--- config.mk ---
export PLATFORM = sky130hd
export DESIGN_NAME = score_tally
export DESIGN_NICKNAME = d
export VERILOG_FILES = /design/src/rtl/score_tally.sv
export SDC_FILE = /design/constraint.sdc
export NUM_CORES = 1
export LEC_CHECK = 0
export ABC_AREA = 1
export BUFFER_PORTS_ARGS = -buffer_cell sky130_fd_sc_hd__buf_2
export CAP_MARGIN = 20
export CORE_UTILIZATION = 59
export DETAILED_ROUTE_END_ITERATION = 12
export MAX_ROUTING_LAYER = met4
export PLACE_DENSITY = 0.8
export SLEW_MARGIN = 5
export SYNTH_ARGS = -nofsm -noshare
export SYNTH_HDL_FRONTEND = slang
export SYNTH_SLANG_ARGS = --single-unit
--- constraint.sdc ---
create_clock -name Clk -period 3.5 [get_ports Clk]
set_input_delay 1.05 -clock Clk [delete_from_list [all_inputs] [get_ports Clk]]
set_output_delay 1.05 -clock Clk [all_outputs]
set_load 0.01 [all_outputs]
--- src/rtl/score_tally.sv ---
// score_tally: banks per-level scores into a saturating game total and converts it to BCD via double-dabble.
// Define HIGH_SCORE_EN to build the session high-score register; otherwise high_score is tied to zero.
module score_tally #(
    parameter int SCORE_W   = 10,
    parameter int TOTAL_W   = 14,
    parameter int MAX_SCORE = 9999
) (
    input  logic               Clk,
    input  logic               Reset_n,
    input  logic [1:0]         level,
    input  logic [SCORE_W-1:0] level_score,
    input  logic               level_won,
    input  logic               game_restart,
    output logic [TOTAL_W-1:0] total_bin,
    output logic [3:0]         bcd_thou,
    output logic [3:0]         bcd_hund,
    output logic [3:0]         bcd_tens,
    output logic [3:0]         bcd_ones,
    output logic               bcd_valid,
    output logic               busy,
    output logic [TOTAL_W-1:0] high_score
);
    localparam int SW = TOTAL_W + 16;
    localparam int CW = $clog2(TOTAL_W);
    typedef enum logic [1:0] {IDLE, LOAD, SHIFT, DONE} state_t;
    state_t             state;
    logic [TOTAL_W:0]   sum;
    logic [TOTAL_W-1:0] disp_sum, banked, conv_src;
    logic [1:0]         level_q;
    logic               won_q, lvl_drop, bank;
    logic [SW-1:0]      sh, adj;
    logic [CW-1:0]      cnt;
    assign sum      = {1'b0, banked} + {{(TOTAL_W + 1 - SCORE_W){1'b0}}, level_score};
    assign disp_sum = (sum > (TOTAL_W + 1)'(MAX_SCORE)) ? TOTAL_W'(MAX_SCORE) : sum[TOTAL_W-1:0];
    // A level change without the won flag is a loss/restart path and must never bank.
    assign lvl_drop = (level != level_q) & ~level_won;
    assign bank     = level_won & ~won_q & ~game_restart & ~lvl_drop;
    always_comb begin
        adj = sh;
        for (int i = 0; i < 4; i++)
            adj[TOTAL_W+4*i +: 4] = (sh[TOTAL_W+4*i +: 4] >= 4'd5) ? sh[TOTAL_W+4*i +: 4] + 4'd3 : sh[TOTAL_W+4*i +: 4];
    end
    always_ff @(posedge Clk or negedge Reset_n) begin
        if (!Reset_n) begin
            state     <= IDLE;
            banked    <= '0;
            total_bin <= '0;
            conv_src  <= '0;
            level_q   <= '0;
            won_q     <= 1'b0;
            sh        <= '0;
            cnt       <= '0;
            bcd_thou  <= '0;
            bcd_hund  <= '0;
            bcd_tens  <= '0;
            bcd_ones  <= '0;
            bcd_valid <= 1'b0;
            busy      <= 1'b0;
        end else begin
            won_q     <= level_won;
            level_q   <= level;
            total_bin <= disp_sum;
            bcd_valid <= 1'b0;
            if (game_restart)
                banked <= '0;
            else if (bank)
                banked <= disp_sum;
            case (state)
                IDLE: if (disp_sum != conv_src) begin
                    state <= LOAD;
                    busy  <= 1'b1;
                end
                LOAD: begin
                    conv_src <= disp_sum;
                    sh       <= {16'b0, disp_sum};
                    cnt      <= '0;
                    state    <= SHIFT;
                end
                SHIFT: begin
                    sh  <= adj << 1;
                    cnt <= cnt + 1'b1;
                    if (cnt == CW'(TOTAL_W - 1))
                        state <= DONE;
                end
                DONE: begin
                    bcd_thou  <= sh[TOTAL_W+12 +: 4];
                    bcd_hund  <= sh[TOTAL_W+8 +: 4];
                    bcd_tens  <= sh[TOTAL_W+4 +: 4];
                    bcd_ones  <= sh[TOTAL_W +: 4];
                    bcd_valid <= 1'b1;
                    busy      <= 1'b0;
                    state     <= IDLE;
                end
            endcase
        end
    end
`ifdef HIGH_SCORE_EN
    always_ff @(posedge Clk or negedge Reset_n) begin
        if (!Reset_n)
            high_score <= '0;
        else if (game_restart && disp_sum > high_score)
            high_score <= disp_sum;
    end
`else
    assign high_score = '0;
`endif
endmodule
# --- Word level (Yosys, flattened, before mapping) ---
# Cells that the tools add are included.
totals:
  register_bits: 99
  in_bits: 16
classes:
  mux: 15
  reduce_logical: 6
  n_eq_ne: 8
  addsub: 6
  n_lt_le_gt_ge: 5
  bitwise: 8
op_table:
  columns: ["op", "n"]
  rows:
  - ["30-bit one-hot mux with 2 select lines", 1]
  - ["14-bit 2-to-1 mux", 3]
  - ["4-bit by 3-bit greater-or-equal comparator with 1-bit output, second input constant", 4]
  - ["14-bit by 10-bit adder with 15-bit output", 1]
  - ["15-bit by 14-bit > comparator with 1-bit output, second input constant", 1]
  - ["14-bit inequality test", 1]
  - ["4-bit by 2-bit adder with 4-bit output, second input constant", 3]
  - ["4-bit 2-to-1 mux", 3]
  - ["2-bit one-hot mux with 4 select lines", 1]
  - ["4-bit one-hot mux with 2 select lines", 1]
  - ["2-bit nonzero test", 3]
  - ["4-bit by 1-bit adder with 4-bit output, second input constant", 1]
  - ["1-bit bitwise AND", 4]
  - ["2-bit == test, second input constant", 2]
  - ["4-bit == test, second input constant", 1]
  - ["2-bit 2-to-1 mux", 2]
  - ["2-bit inequality test, second input constant", 2]
  - ["1-bit inverter", 4]
  - ["2-bit AND reduction", 2]
  - ["3-bit by 2-bit adder with 3-bit output, second input constant", 1]
  - ["3-bit 2-to-1 mux", 1]
  - ["2-bit by 1-bit == test with 1-bit output, second input constant", 1]
  - ["2-bit logical NOT", 1]
  - ["1-bit 2-to-1 mux", 2]
  - ["other kinds (2)", 2]

# --- Logic depth before layout (Yosys ltp) ---
depth:
  word_depth: 6
  ltp_mapped: 28
  mapped_depth_nobuf: 27

# --- Least setup slack after synthesis ---
# OpenSTA, ideal clock, no wires.
synth_timing:
  path_kind: "input -> register"
  from: "input port level_score[0]"
  to: "register state[1]"
  slack_ps: 13
  t_required_ps: 3383
  cell_stages: 24
  setup_time_ps: 117
  arrival_ps: 3371
  n_path_buf: 1
  path_cell_list: "ha_1 fa_1 nand2_1 nand2_1 nand3_1 nand2_1 nand2_1 and2_1 inv_2 nor3_2 nand2_1 nor2_1 nand2_1 nand2_4 buf_12 nand2_4 nand2_1 nand2_1 nor2_1 nand2_1 nor2_2 nand3_2 nand3_1 nand2_1"
synth_between:
  elab_chain_cells: 6
synth_lines:
  columns: ["element", "line", "text"]
  rows:
  - ["start, declared", "11", "input logic [SCORE_W-1:0] level_score,"]
  - ["14-bit by 10-bit adder with 15-bit output (*)", "33", "assign sum = {1'b0, banked} + {{(TOTAL_W + 1 - SCORE_W){1'b0}}, level_score};"]
  - ["15-bit by 14-bit > comparator with 1-bit output", "34", "assign disp_sum = (sum > (TOTAL_W + 1)'(MAX_SCORE)) ? TOTAL_W'(MAX_SCORE) : sum[TOTAL_W-1:0];"]
  - ["14-bit 2-to-1 mux (*)", "34", null]
  - ["14-bit inequality test (*)", "69", "IDLE: if (disp_sum != conv_src) begin"]
  - ["2-bit inequality test (no line) (*)", null, null]
  - ["2-bit AND reduction (no line) (*)", null, null]
  - ["end signal, assigned", "45", "state <= IDLE;"]
  - ["end signal, assigned", "70", "state <= LOAD;"]
  - ["end signal, assigned", "77", "state <= SHIFT;"]
  - ["end, declared", "26", "state_t state;"]
# Every way passes the cells marked *; elsewhere a longest branch is shown, timed or not.
# A chain may end at the register's enable or synchronous reset.

# --- Final worst setup path ---
layout_timing:
  from: "input port level_score[0]"
  to: "register state[1]"
layout_between:
  elab_chain_cells: 6
layout_lines:
  columns: ["element", "line", "text"]
  rows:
  - ["14-bit by 10-bit adder with 15-bit output (*)", "33", null]
  - ["15-bit by 14-bit > comparator with 1-bit output", "34", null]
  - ["14-bit 2-to-1 mux (*)", "34", null]
  - ["net disp_sum[2]", "28", "logic [TOTAL_W-1:0] disp_sum, banked, conv_src;"]
  - ["14-bit inequality test (*)", "69", null]
  - ["2-bit inequality test (no line) (*)", null, null]
  - ["2-bit AND reduction (no line) (*)", null, null]
# Mark *: on every way through the listed nets, which the timed path passes. The rest lies on a longest branch.

==> results.cfg <==
[worst_setup_path]
worstSetupEndpointType = flip-flop
cp_max_fo = 5
cp.required_ps = 3820
critPathSlowestCell = fa_2
worst-setup-path-type = in2reg
crit_path_frequent_cell = nand2_1
cp-start-kind = input port
slowest_delay_ps = 380
cp.arrival_ps = 3870

[floorplanning]
ios = 62
fp.dieW_um = 97.6
dieArea_um2 = 9520
rows = 34
start_util_pct = 61.5
core_region_area_um2 = 8760
die_y_um = 97.6

[clock_network]
clkTransAtPathRegs_ps = 100
cts_made_buffers = 9
cts_root_buf = clkbuf_8
clock_path_buffers = 2
cts_hold_buffers = 0
cts_sinks = 97
clock_latency_ps = 370
cts_tree = yes
htree_levels = 3

[global_routing]
overflow = 0
antenna_found_initial = 0
grt_pass1_wl_um = 21200
grt_pass1_vias = 4747
groute.usage.overall_pct = 28.6
grt_max_degree = 54

[placement]
numPortBuffers = 45
routabilityCongestion = 0.911
place_hpwl_um = 8960
placed_area_um2 = 6030

[outcome]
failed_checks = negative setup slack
status = finished with violations

[power_and_ir_drop]
power_switching_w = 0.00160
ir_worst_vdd_uv = 416
p_sw_share_pct = 41.1
clkPwrFrac_pct = 17.5
p_comb_share_pct = 41.7
leakage_nw = 3.31
intPower_w = 0.00229
power.density_nw_per_um2 = 609
seqPwrFrac_pct = 40.8

[layout]
fin_nets = 810
antenna_cells = 0
area_growth_pct = 18.6
drive_above_1_share_pct = 24.2
regArea_um2 = 2430
fillCellCount = 662
fin_area_um2 = 6390
final_util_pct = 72.9
multi_input_area_um2 = 2580

[sta]
fin_crit_sh_pct = 102
drv_slew = 0
finalClockSkew_ps = 12.5
worst_slack_ps = -56.4
max_freq_mhz = 281
hold_slack_ps = 501
max_slew_margin_pct = 48.1
rsz0062_at_grt = true
hold_violations = 0
tightest_slew_ps = 777
finalSetupTns_ps = -153
setup_violations = 3
period_minus_slack_ps = 3560

[yosys]
netlist-cell-type-count = 37
synthesis.area_um2 = 5390
ys_warn_count = 0
synth_top_family_by_area = simple AND/OR/NAND/NOR gates
muxShareOfSynthArea_pct = 0
yosysTopAreaCell = dfrtp_1
syn_inst = 673
avgSynthCellArea_um2 = 8.00
synth.area.top_cells = dfrtp_1, nand2_1, inv_1
synth_compound_area_share_pct = 10.2
synth_top_area_share_pct = 45.1
yosysSeqAreaShare_pct = 45.1
yosys.area_share.simple_pct = 27.0
synthXorXnorAreaFrac_pct = 1.28
synthAdderAreaFrac_pct = 6.18
synth_seq_cells = 97

[detailed_routing]
via_count = 4778
routedWlPerCell_um = 14.4
ant_nets = 0
drc_errors = 0
drt_wl_total_um = 12700
drtIter0Drc = 282
avgViaCountPerCell = 5.42
first_pass_iters = 5

[min_path]
hold_class = reg2reg

[run]
cap_violations = 0
-- through the flow --
stage,setup slack (ps),total power [W],instances
after floorplan,12.6,0.00265,686
after global placement,-413,0.00308,860
after global routing,-207,0.00416,881
after CTS,-14.4,0.00386,880
after detailed placement,-569,0.00315,860
final,-56.4,0.00389,881
-- worst paths after layout --
kind / startpoint / endpoint / slack (ps) / cells past startpoint
setup / recovery: level_score[0] / state[1] / -60 / 25
hold / removal: sh[1] / sh[1] / 500 / 2
setup reg to reg: banked[0] / state[1] / 280 / 24
hold reg to reg: sh[1] / sh[1] / 500 / 2
max in group asynchronous: Reset_n / sh[4] / 2130 / 2
min in group asynchronous: Reset_n / banked[5] / 680 / 1
-- registers in the layout, summed over array words and instances (netlist names) --
signal / flops
bcd_thou: 4
bcd_tens: 4
bcd_valid: 1
bcd_hund: 4
sh: 30
busy: 1
won_q: 1
state: 2
banked: 14
conv_src: 14
total_bin: 14
bcd_ones: 4
cnt: 4
-- power by group through the flow --
stage | Combinational, W | Clock, W | Sequential, W
floorplan | 0.00100 | 0 | 0.00164
global placement | 0.00150 | 0 | 0.00159
detailed placement | 0.00155 | 0 | 0.00160
CTS | 0.00158 | 0.000689 | 0.00158
global route | 0.00181 | 0.000727 | 0.00162
finish | 0.00162 | 0.000681 | 0.00159
-- logic make-up after synthesis --
| family | Yosys count |
|---|---|
| buf+inv | 128 |
| xor+xnor | 7 |
| simple gates | 319 |
| fa+ha+maj | 26 |
| flops | 97 |
| other cells | 1 |
| compound gates | 95 |
-- repair_timing --
action	CTS	global route
buffers inserted	3	0
pin swaps	14	13
cloned	1	0
setup endpoints to repair	3	3
gates resized for setup	24	14
-- placed cells by master (no fill, tap or decap), types with 9 or more instances in the layout --
master	instances
a21oi_1	21
buf_2	43
buf_4	50
clkbuf_8	9
conb_1	14
dfrtp_1	97
ha_1	24
inv_1	86
inv_2	10
nand2_1	159
nand2_2	19
nand2_4	15
nand3_1	46
nor2_1	49
nor2_2	9
o211ai_1	11
o21ai_0	41
o22ai_1	13
-- area by class of cell --
cell class                 count  area share, %
clock buffer                  10           2.00
clock inverter                 6          0.783
inverter                      97           5.70
multi-input combinational    462           40.4
sequential                    97           38.0
tap                          108           2.11
timing repair buffer         101           11.0
-- critical path, delay by kind of cell --
family	cells	cell delay, ps
xor+xnor	1	140
fa+ha+maj	2	530
buf+inv	3	380
simple gates	19	1750
-- routing by layer --
layer | global-route usage, % | part of all wire [%] | up-vias
li1 | - | - | 2310
met1 | 34.2 | 41 | 2271
met2 | 47.7 | 50 | 151
met3 | 3.24 | 4.5 | 46
met4 | 14.9 | 4.0 | 0
met5 | - | 0 | -
-- cell usage after synthesis (all sizes together) --
| library cell | instances |
|---|---|
| nand2 | 192 |
| dfrtp | 97 |
| inv | 96 |
| nor2 | 59 |
| nand3 | 53 |
| o21ai | 41 |
| ha | 25 |
| a21oi | 23 |
| buf | 17 |
| clkbuf | 14 |
| o22ai | 13 |
| o211ai | 11 |
| xor2 | 7 |
| nand3b | 6 |
| nand4 | 3 |
| o32ai | 3 |
| and2 | 2 |
| nor3 | 2 |
| o21a | 2 |
| o221ai | 2 |
| and3 | 1 |
| clkinv | 1 |
| conb | 1 |
| fa | 1 |
| or2 | 1 |
(Power assumes the default switching activity.)
